`config.mk`:
```
export PLATFORM = sky130hd
export DESIGN_NAME = jt12_eg_cfg
export DESIGN_NICKNAME = d
export VERILOG_FILES = /design/src/rtl/jt12_eg_cfg.sv
export SDC_FILE = /design/constraint.sdc
export NUM_CORES = 2
export LEC_CHECK = 0
export CORE_MARGIN = 1.5
export CORE_UTILIZATION = 59
export CTS_CLUSTER_SIZE = 12
export DETAILED_ROUTE_END_ITERATION = 12
export PLACE_DENSITY = 0.78
export SYNTH_ARGS = -nofsm -noshare
export SYNTH_HDL_FRONTEND = slang
export SYNTH_SLANG_ARGS = --single-unit
```
`constraint.sdc`:
```
create_clock -name clk -period 74.6 [get_ports clk]
set_input_delay 18.65 -clock clk [delete_from_list [all_inputs] [get_ports clk]]
set_output_delay 18.65 -clock clk [all_outputs]
set_load 0.02 [all_outputs]
```
`src/rtl/jt12_eg_cfg.sv`:
```
// Envelope-generator configuration writer: decodes YM2612 regs 0x28/0x40-0x9F into a 24-slot store
// and replays it slot by slot. Optional readback port enabled by JT12_EGCFG_RDBK_EN.
module jt12_eg_cfg #(
    parameter int unsigned BUSY_CYC = 32
) (
    input  logic       clk,
    input  logic       rst_n,
    input  logic       clk_en,
    input  logic       wr_req,
    input  logic       wr_part,
    input  logic [7:0] wr_addr,
    input  logic [7:0] wr_data,
    output logic       wr_ack,
    output logic       busy,
    output logic       zero,
    output logic [4:0] slot,
    output logic [4:0] arate_II,
    output logic [4:0] rate1_II,
    output logic [4:0] rate2_II,
    output logic [3:0] rrate_II,
    output logic [3:0] d1l,
    output logic [1:0] ks_II,
    output logic [6:0] tl,
    output logic       ssg_en_II,
    output logic [2:0] ssg_eg_II,
    output logic       keyon_II
`ifdef JT12_EGCFG_RDBK_EN
    ,
    input  logic       rd_part,
    input  logic [7:0] rd_addr,
    output logic [7:0] rd_data
`endif
);

    localparam logic [1:0] ST_IDLE = 2'd0;
    localparam logic [1:0] ST_ACK  = 2'd1;
    localparam logic [1:0] ST_BUSY = 2'd2;

    localparam int unsigned CW = (BUSY_CYC > 1) ? $clog2(BUSY_CYC) : 1;
    localparam logic [CW-1:0] CNT_LOAD = CW'(BUSY_CYC - 1);

    // Slot index: op*6 + ch, with the register op order S1,S3,S2,S4 mapped to slot order S1,S2,S3,S4.
    function automatic logic [4:0] slot_of(input logic part, input logic [3:0] a);
        logic [4:0] op6;
        case (a[3:2])
            2'd0:    op6 = 5'd0;
            2'd1:    op6 = 5'd12;
            2'd2:    op6 = 5'd6;
            default: op6 = 5'd18;
        endcase
        return op6 + (part ? 5'd3 : 5'd0) + {3'b000, a[1:0]};
    endfunction

    logic [1:0] rst_sync;
    logic       rst_s_n;

    always_ff @(posedge clk or negedge rst_n) begin
        if (!rst_n) rst_sync <= '0;
        else        rst_sync <= {rst_sync[0], 1'b1};
    end

    assign rst_s_n = rst_sync[1];

    logic [23:0][6:0] tl_m;
    logic [23:0][1:0] ks_m;
    logic [23:0][4:0] ar_m;
    logic [23:0][4:0] d1r_m;
    logic [23:0][4:0] d2r_m;
    logic [23:0][3:0] d1l_m;
    logic [23:0][3:0] rr_m;
    logic [23:0][2:0] ssg_eg_m;
    logic [23:0]      ssg_en_m;
    logic [23:0]      kon_m;

    logic [1:0]    st;
    logic [CW-1:0] cnt;
    logic          wr_fire;
    logic [4:0]    wr_slot;
    logic [4:0]    kon_ch;
    logic          kon_hit;
    logic [4:0]    nxt_slot;

    assign wr_fire = clk_en && wr_req && (st == ST_IDLE);
    assign wr_slot = slot_of(wr_part, wr_addr[3:0]);
    assign kon_ch  = (wr_data[2] ? 5'd3 : 5'd0) + {3'b000, wr_data[1:0]};
    assign kon_hit = (wr_addr == 8'h28) && !wr_part && (wr_data[1:0] != 2'd3);

    always_ff @(posedge clk or negedge rst_s_n) begin
        if (!rst_s_n) begin
            st     <= ST_IDLE;
            cnt    <= '0;
            wr_ack <= 1'b0;
            busy   <= 1'b0;
        end else if (clk_en) begin
            case (st)
                ST_IDLE: begin
                    if (wr_req) begin
                        st     <= ST_ACK;
                        wr_ack <= 1'b1;
                        busy   <= 1'b1;
                    end
                end
                ST_ACK: begin
                    wr_ack <= 1'b0;
                    cnt    <= CNT_LOAD;
                    st     <= ST_BUSY;
                end
                ST_BUSY: begin
                    if (cnt == '0) begin
                        busy <= 1'b0;
                        st   <= ST_IDLE;
                    end else begin
                        cnt <= cnt - CW'(1);
                    end
                end
                default: st <= ST_IDLE;
            endcase
        end
    end

    always_ff @(posedge clk or negedge rst_s_n) begin
        if (!rst_s_n) begin
            tl_m     <= '0;
            ks_m     <= '0;
            ar_m     <= '0;
            d1r_m    <= '0;
            d2r_m    <= '0;
            d1l_m    <= '0;
            rr_m     <= '0;
            ssg_eg_m <= '0;
            ssg_en_m <= '0;
            kon_m    <= '0;
        end else if (wr_fire) begin
            if (kon_hit) begin
                kon_m[kon_ch]         <= wr_data[4];
                kon_m[kon_ch + 5'd6]  <= wr_data[5];
                kon_m[kon_ch + 5'd12] <= wr_data[6];
                kon_m[kon_ch + 5'd18] <= wr_data[7];
            end else if (wr_addr[1:0] != 2'd3) begin
                case (wr_addr[7:4])
                    4'h4: tl_m[wr_slot] <= wr_data[6:0];
                    4'h5: begin
                        ks_m[wr_slot] <= wr_data[7:6];
                        ar_m[wr_slot] <= wr_data[4:0];
                    end
                    4'h6: d1r_m[wr_slot] <= wr_data[4:0];
                    4'h7: d2r_m[wr_slot] <= wr_data[4:0];
                    4'h8: begin
                        d1l_m[wr_slot] <= wr_data[7:4];
                        rr_m[wr_slot]  <= wr_data[3:0];
                    end
                    4'h9: begin
                        ssg_en_m[wr_slot] <= wr_data[3];
                        ssg_eg_m[wr_slot] <= wr_data[2:0];
                    end
                    default: ;
                endcase
            end
        end
    end

    always_comb begin
        nxt_slot = (slot == 5'd23) ? '0 : slot + 5'd1;
    end

    // Outputs load the slot being entered; a write on the same edge lands in the store only,
    // so the presented fields are always one coherent snapshot.
    always_ff @(posedge clk or negedge rst_s_n) begin
        if (!rst_s_n) begin
            slot      <= '0;
            zero      <= 1'b1;
            arate_II  <= '0;
            rate1_II  <= '0;
            rate2_II  <= '0;
            rrate_II  <= '0;
            d1l       <= '0;
            ks_II     <= '0;
            tl        <= '0;
            ssg_en_II <= 1'b0;
            ssg_eg_II <= '0;
            keyon_II  <= 1'b0;
        end else if (clk_en) begin
            slot      <= nxt_slot;
            zero      <= (nxt_slot == '0);
            arate_II  <= ar_m[nxt_slot];
            rate1_II  <= d1r_m[nxt_slot];
            rate2_II  <= d2r_m[nxt_slot];
            rrate_II  <= rr_m[nxt_slot];
            d1l       <= d1l_m[nxt_slot];
            ks_II     <= ks_m[nxt_slot];
            tl        <= tl_m[nxt_slot];
            ssg_en_II <= ssg_en_m[nxt_slot];
            ssg_eg_II <= ssg_eg_m[nxt_slot];
            keyon_II  <= kon_m[nxt_slot];
        end
    end

`ifdef JT12_EGCFG_RDBK_EN
    logic [4:0] rd_slot;

    assign rd_slot = slot_of(rd_part, rd_addr[3:0]);

    always_ff @(posedge clk or negedge rst_s_n) begin
        if (!rst_s_n) begin
            rd_data <= '0;
        end else if (clk_en) begin
            if (rd_addr[1:0] == 2'd3) begin
                rd_data <= '0;
            end else begin
                case (rd_addr[7:4])
                    4'h4:    rd_data <= {1'b0, tl_m[rd_slot]};
                    4'h5:    rd_data <= {ks_m[rd_slot], 1'b0, ar_m[rd_slot]};
                    4'h6:    rd_data <= {3'b000, d1r_m[rd_slot]};
                    4'h7:    rd_data <= {3'b000, d2r_m[rd_slot]};
                    4'h8:    rd_data <= {d1l_m[rd_slot], rr_m[rd_slot]};
                    4'h9:    rd_data <= {4'b0000, ssg_en_m[rd_slot], ssg_eg_m[rd_slot]};
                    default: rd_data <= '0;
                endcase
            end
        end
    end
`endif

endmodule

```
==> impl_metrics.json <==
{
  "vdd_drop_max_v": 0.0000390,
  "vias": 25900,
  "diodes": 0,
  "h-tree-depth": 3,
  "min_from": "rst_sync[0]$_DFF_PN0_",
  "reg2reg_from": "slot[0]$_DFFE_PN0P_",
  "first_global_vias": 27500,
  "layout.nets": 2934,
  "drt-met1-wl_um": 45400,
  "place.gp.congestion": 0.852,
  "ant_nets": 0,
  "max-cap-violations": 0,
  "synth_common_cells": "dfrtp_1, mux2_2, mux4_2",
  "finalWorstPathRequiredPeriod_ns": 22.75,
  "finalSetupTns_ns": 0,
  "crit_type": "in2reg",
  "multi_input_area_mm2": 0.0184,
  "synth_top_area_share_pct": 55.0,
  "rows": 98,
  "gr-total-overflow": 0,
  "die-area_mm2": 0.0742,
  "synth_fp_nets": 2933,
  "cts_hold_buffers": 0,
  "grt_max_degree": 124,
  "cp-start-kind": "input pin",
  "core_area_mm2": 0.0716,
  "finalSetupViolCount": 0,
  "detailed_place_hpwl_um": 68800,
  "finalCritPeriodShare_pct": 30.5,
  "seqCellArea_mm2": 0.0236,
  "path_clk_slew_ns": 0.06,
  "finalClockSkew_ns": 0.0212,
  "synthTopCellsByArea": "dfrtp_1, mux2_2, mux4_2",
  "grt_antenna_before_repair": 2,
  "drt_iter0_drc": 2589,
  "met2RoutedLength_um": 53400,
  "grt_usage_pct": 30.6,
  "cts_resized": 0,
  "ios": 66,
  "syn_to_final_growth_pct": 10.6,
  "yosysMostFrequentCell": "dfrtp_1",
  "numCtsBuffers": 98,
  "hold_path.class": "reg2reg",
  "critPathArrivalTime_ns": 23.29,
  "cts.sinks": 942,
  "startpoint": "wr_addr[2]",
  "final_area_mm2": 0.0473,
  "crit_path_end_kind": "flop",
  "port_buffers": 65,
  "netlist_area_mm2": 0.0428,
  "drt_first_pass_iters": 6,
  "ys_warn_count": 0,
  "avgRoutedWirePerCell_um": 28.3,
  "tritoncts": "done",
  "worstMarginPinSlew_ns": 1.23,
  "drive_gt1_share_pct": 45.1,
  "crit_slowest_cell": "nor3_2",
  "start_util_pct": 59.8,
  "drt_wl_total_um": 111000,
  "dieWidth_um": 272,
  "cts_root_buf": "clkbuf_16",
  "met3WireLength_um": 7470,
  "synthCells": 2894,
  "cts_buffer_depth": 3,
  "synth_seq_cells": 942,
  "synth-seq-area-share_pct": 55.1,
  "dpl_cell_area_mm2": 0.0442,
  "vias_per_cell": 6.63,
  "final_hold_viol_count": 0,
  "synthDistinctLibCells": 70,
  "rsz0062_at_grt": "no",
  "synthFlopType": "dfrtp_1",
  "finalMaxSlewViolations": 0,
  "grt_pass1_wl_um": 172000,
  "power_leakage_nw": 22.6,
  "clkLatencyLatePin_ns": 0.66,
  "powerDensity_mw_per_mm2": 27.5,
  "fmax_ghz": 0.0440,
  "critical_path_required_ns": 75.14,
  "utilization_pct": 66.1,
  "syn_avg_cell_area_um2": 14.8,
  "die_h_um": 272,
  "synth_edf_count": 0,
  "hold_slack_ns": 0.350,
  "cts_setup_buffers": 0,
  "async_reset_ff_share_pct": 100,
  "fillers": 4944,
  "drc": 0,
  "synth_top_cell_by_area": "dfrtp_1",
  "path_cells": "clkdlybuf4s50_1 -> ha_1 -> nor2_1 -> fa_1 -> inv_1 -> ha_1 -> fa_1 -> xnor2_1 -> nand2_1 -> o21bai_1 -> nor3_2 -> nand2_1 -> mux2_2",
  "status": "completed",
  "slew_headroom_pct": 17.8,
  "cpPeakStageDelay_ns": 0.94,
  "highest_layer": "met5",
  "worst-path-max-fanout": 8
}
cell usage in the layout (no fill, tap or decap), drive strengths merged, types with 15 or more instances in the layout:
cell type	synthesis	routed
o22ai	42	42
a222oi	15	15
mux4	209	209
a22oi	37	37
clkbuf	170	147
nor2	101	101
dfrtp	941	941
a21oi	42	42
nand2	154	154
nor3	20	20
ha	15	15
or3	20	20
nand3	53	53
o21ai	15	15
clkdlybuf4s50	0	57
mux2	883	883
inv	20	22
buf	41	55
registers in the layout, summed over array words and instances, names as in the netlist, 7 cells and up:
signal	flops
rr_m	96
d1r_m	120
tl_m	168
ssg_en_m	24
ssg_eg_m	72
d2r_m	120
tl	7
d1l_m	96
ar_m	120
kon_m	24
ks_m	48
power by group:
group	total [mW]	leakage (nW)	internal, mW	switching (mW)
clock network	0.478	1.53	0.280	0.199
registers	0.542	13.1	0.527	0.0154
logic	0.283	8.03	0.0956	0.188
total	1.30	22.6	0.902	0.402
routing by layer:
metal	track usage (%)	vias to the layer above
li1	-	10700
met1	42.6	14000
met2	48.7	986
met3	5.68	278
met4	11.4	2
met5	0	-
layout make-up:
cell class	count	area share [%]
multi-input cells	1719	38.8
clock inverters	19	0.441
repair buffers	112	2.11
inverters	22	0.174
well taps	950	2.51
flip-flops and latches	942	49.8
clock buffers	147	6.13
critical path, delay by kind of cell:
family / cells / cell delay (ns)
mux: 1 / 0.43
simple gates: 4 / 1.68
fa+ha+maj: 4 / 1.50
compound gates: 1 / 0.23
xor+xnor: 1 / 0.24
buf+inv: 2 / 0.56
final timing paths:
check                                          endpoint  slack, ns  cells after the start
worst max-delay path              d1l_m[67]$_DFFE_PN0P_      51.85                     13
worst min-delay path              rst_sync[1]$_DFF_PN0_       0.35                      0
worst max register to register  rrate_II[3]$_DFFE_PN0P_      70.24                      8
worst min register to register    rst_sync[1]$_DFF_PN0_       0.35                      0
max in group asynchronous         rst_sync[1]$_DFF_PN0_      56.32                      1
min in group asynchronous         d1l_m[44]$_DFFE_PN0P_       0.51                      0
per-stage QoR:
step / total power [mW] / std cells / setup WS [ns]
after floorplan: 0.724 / 2894 / 46.40
after global placement: 0.826 / 3745 / 51.32
after detailed placement: 0.830 / 3745 / 51.27
after CTS: 1.31 / 3911 / 51.96
after global routing: 1.34 / 3911 / 51.67
final: 1.30 / 3911 / 51.85
kinds of logic (layout without fill, tap and decap cells):
logic type / after synthesis / after routing / share of synthesized area (%)
flip-flops: 942 / 942 / 55.1
other: 1 / 1 / 0.00876
adder cells (fa/ha/maj): 18 / 18 / 0.579
multiplexers: 1099 / 1099 / 34.4
AO/OA/AOI/OAI: 200 / 200 / 3.27
XOR/XNOR: 8 / 8 / 0.164
AND/OR/NAND/NOR: 393 / 393 / 4.28
buffers and inverters: 233 / 300 / 2.24
Power figures use the tool's default switching activity.
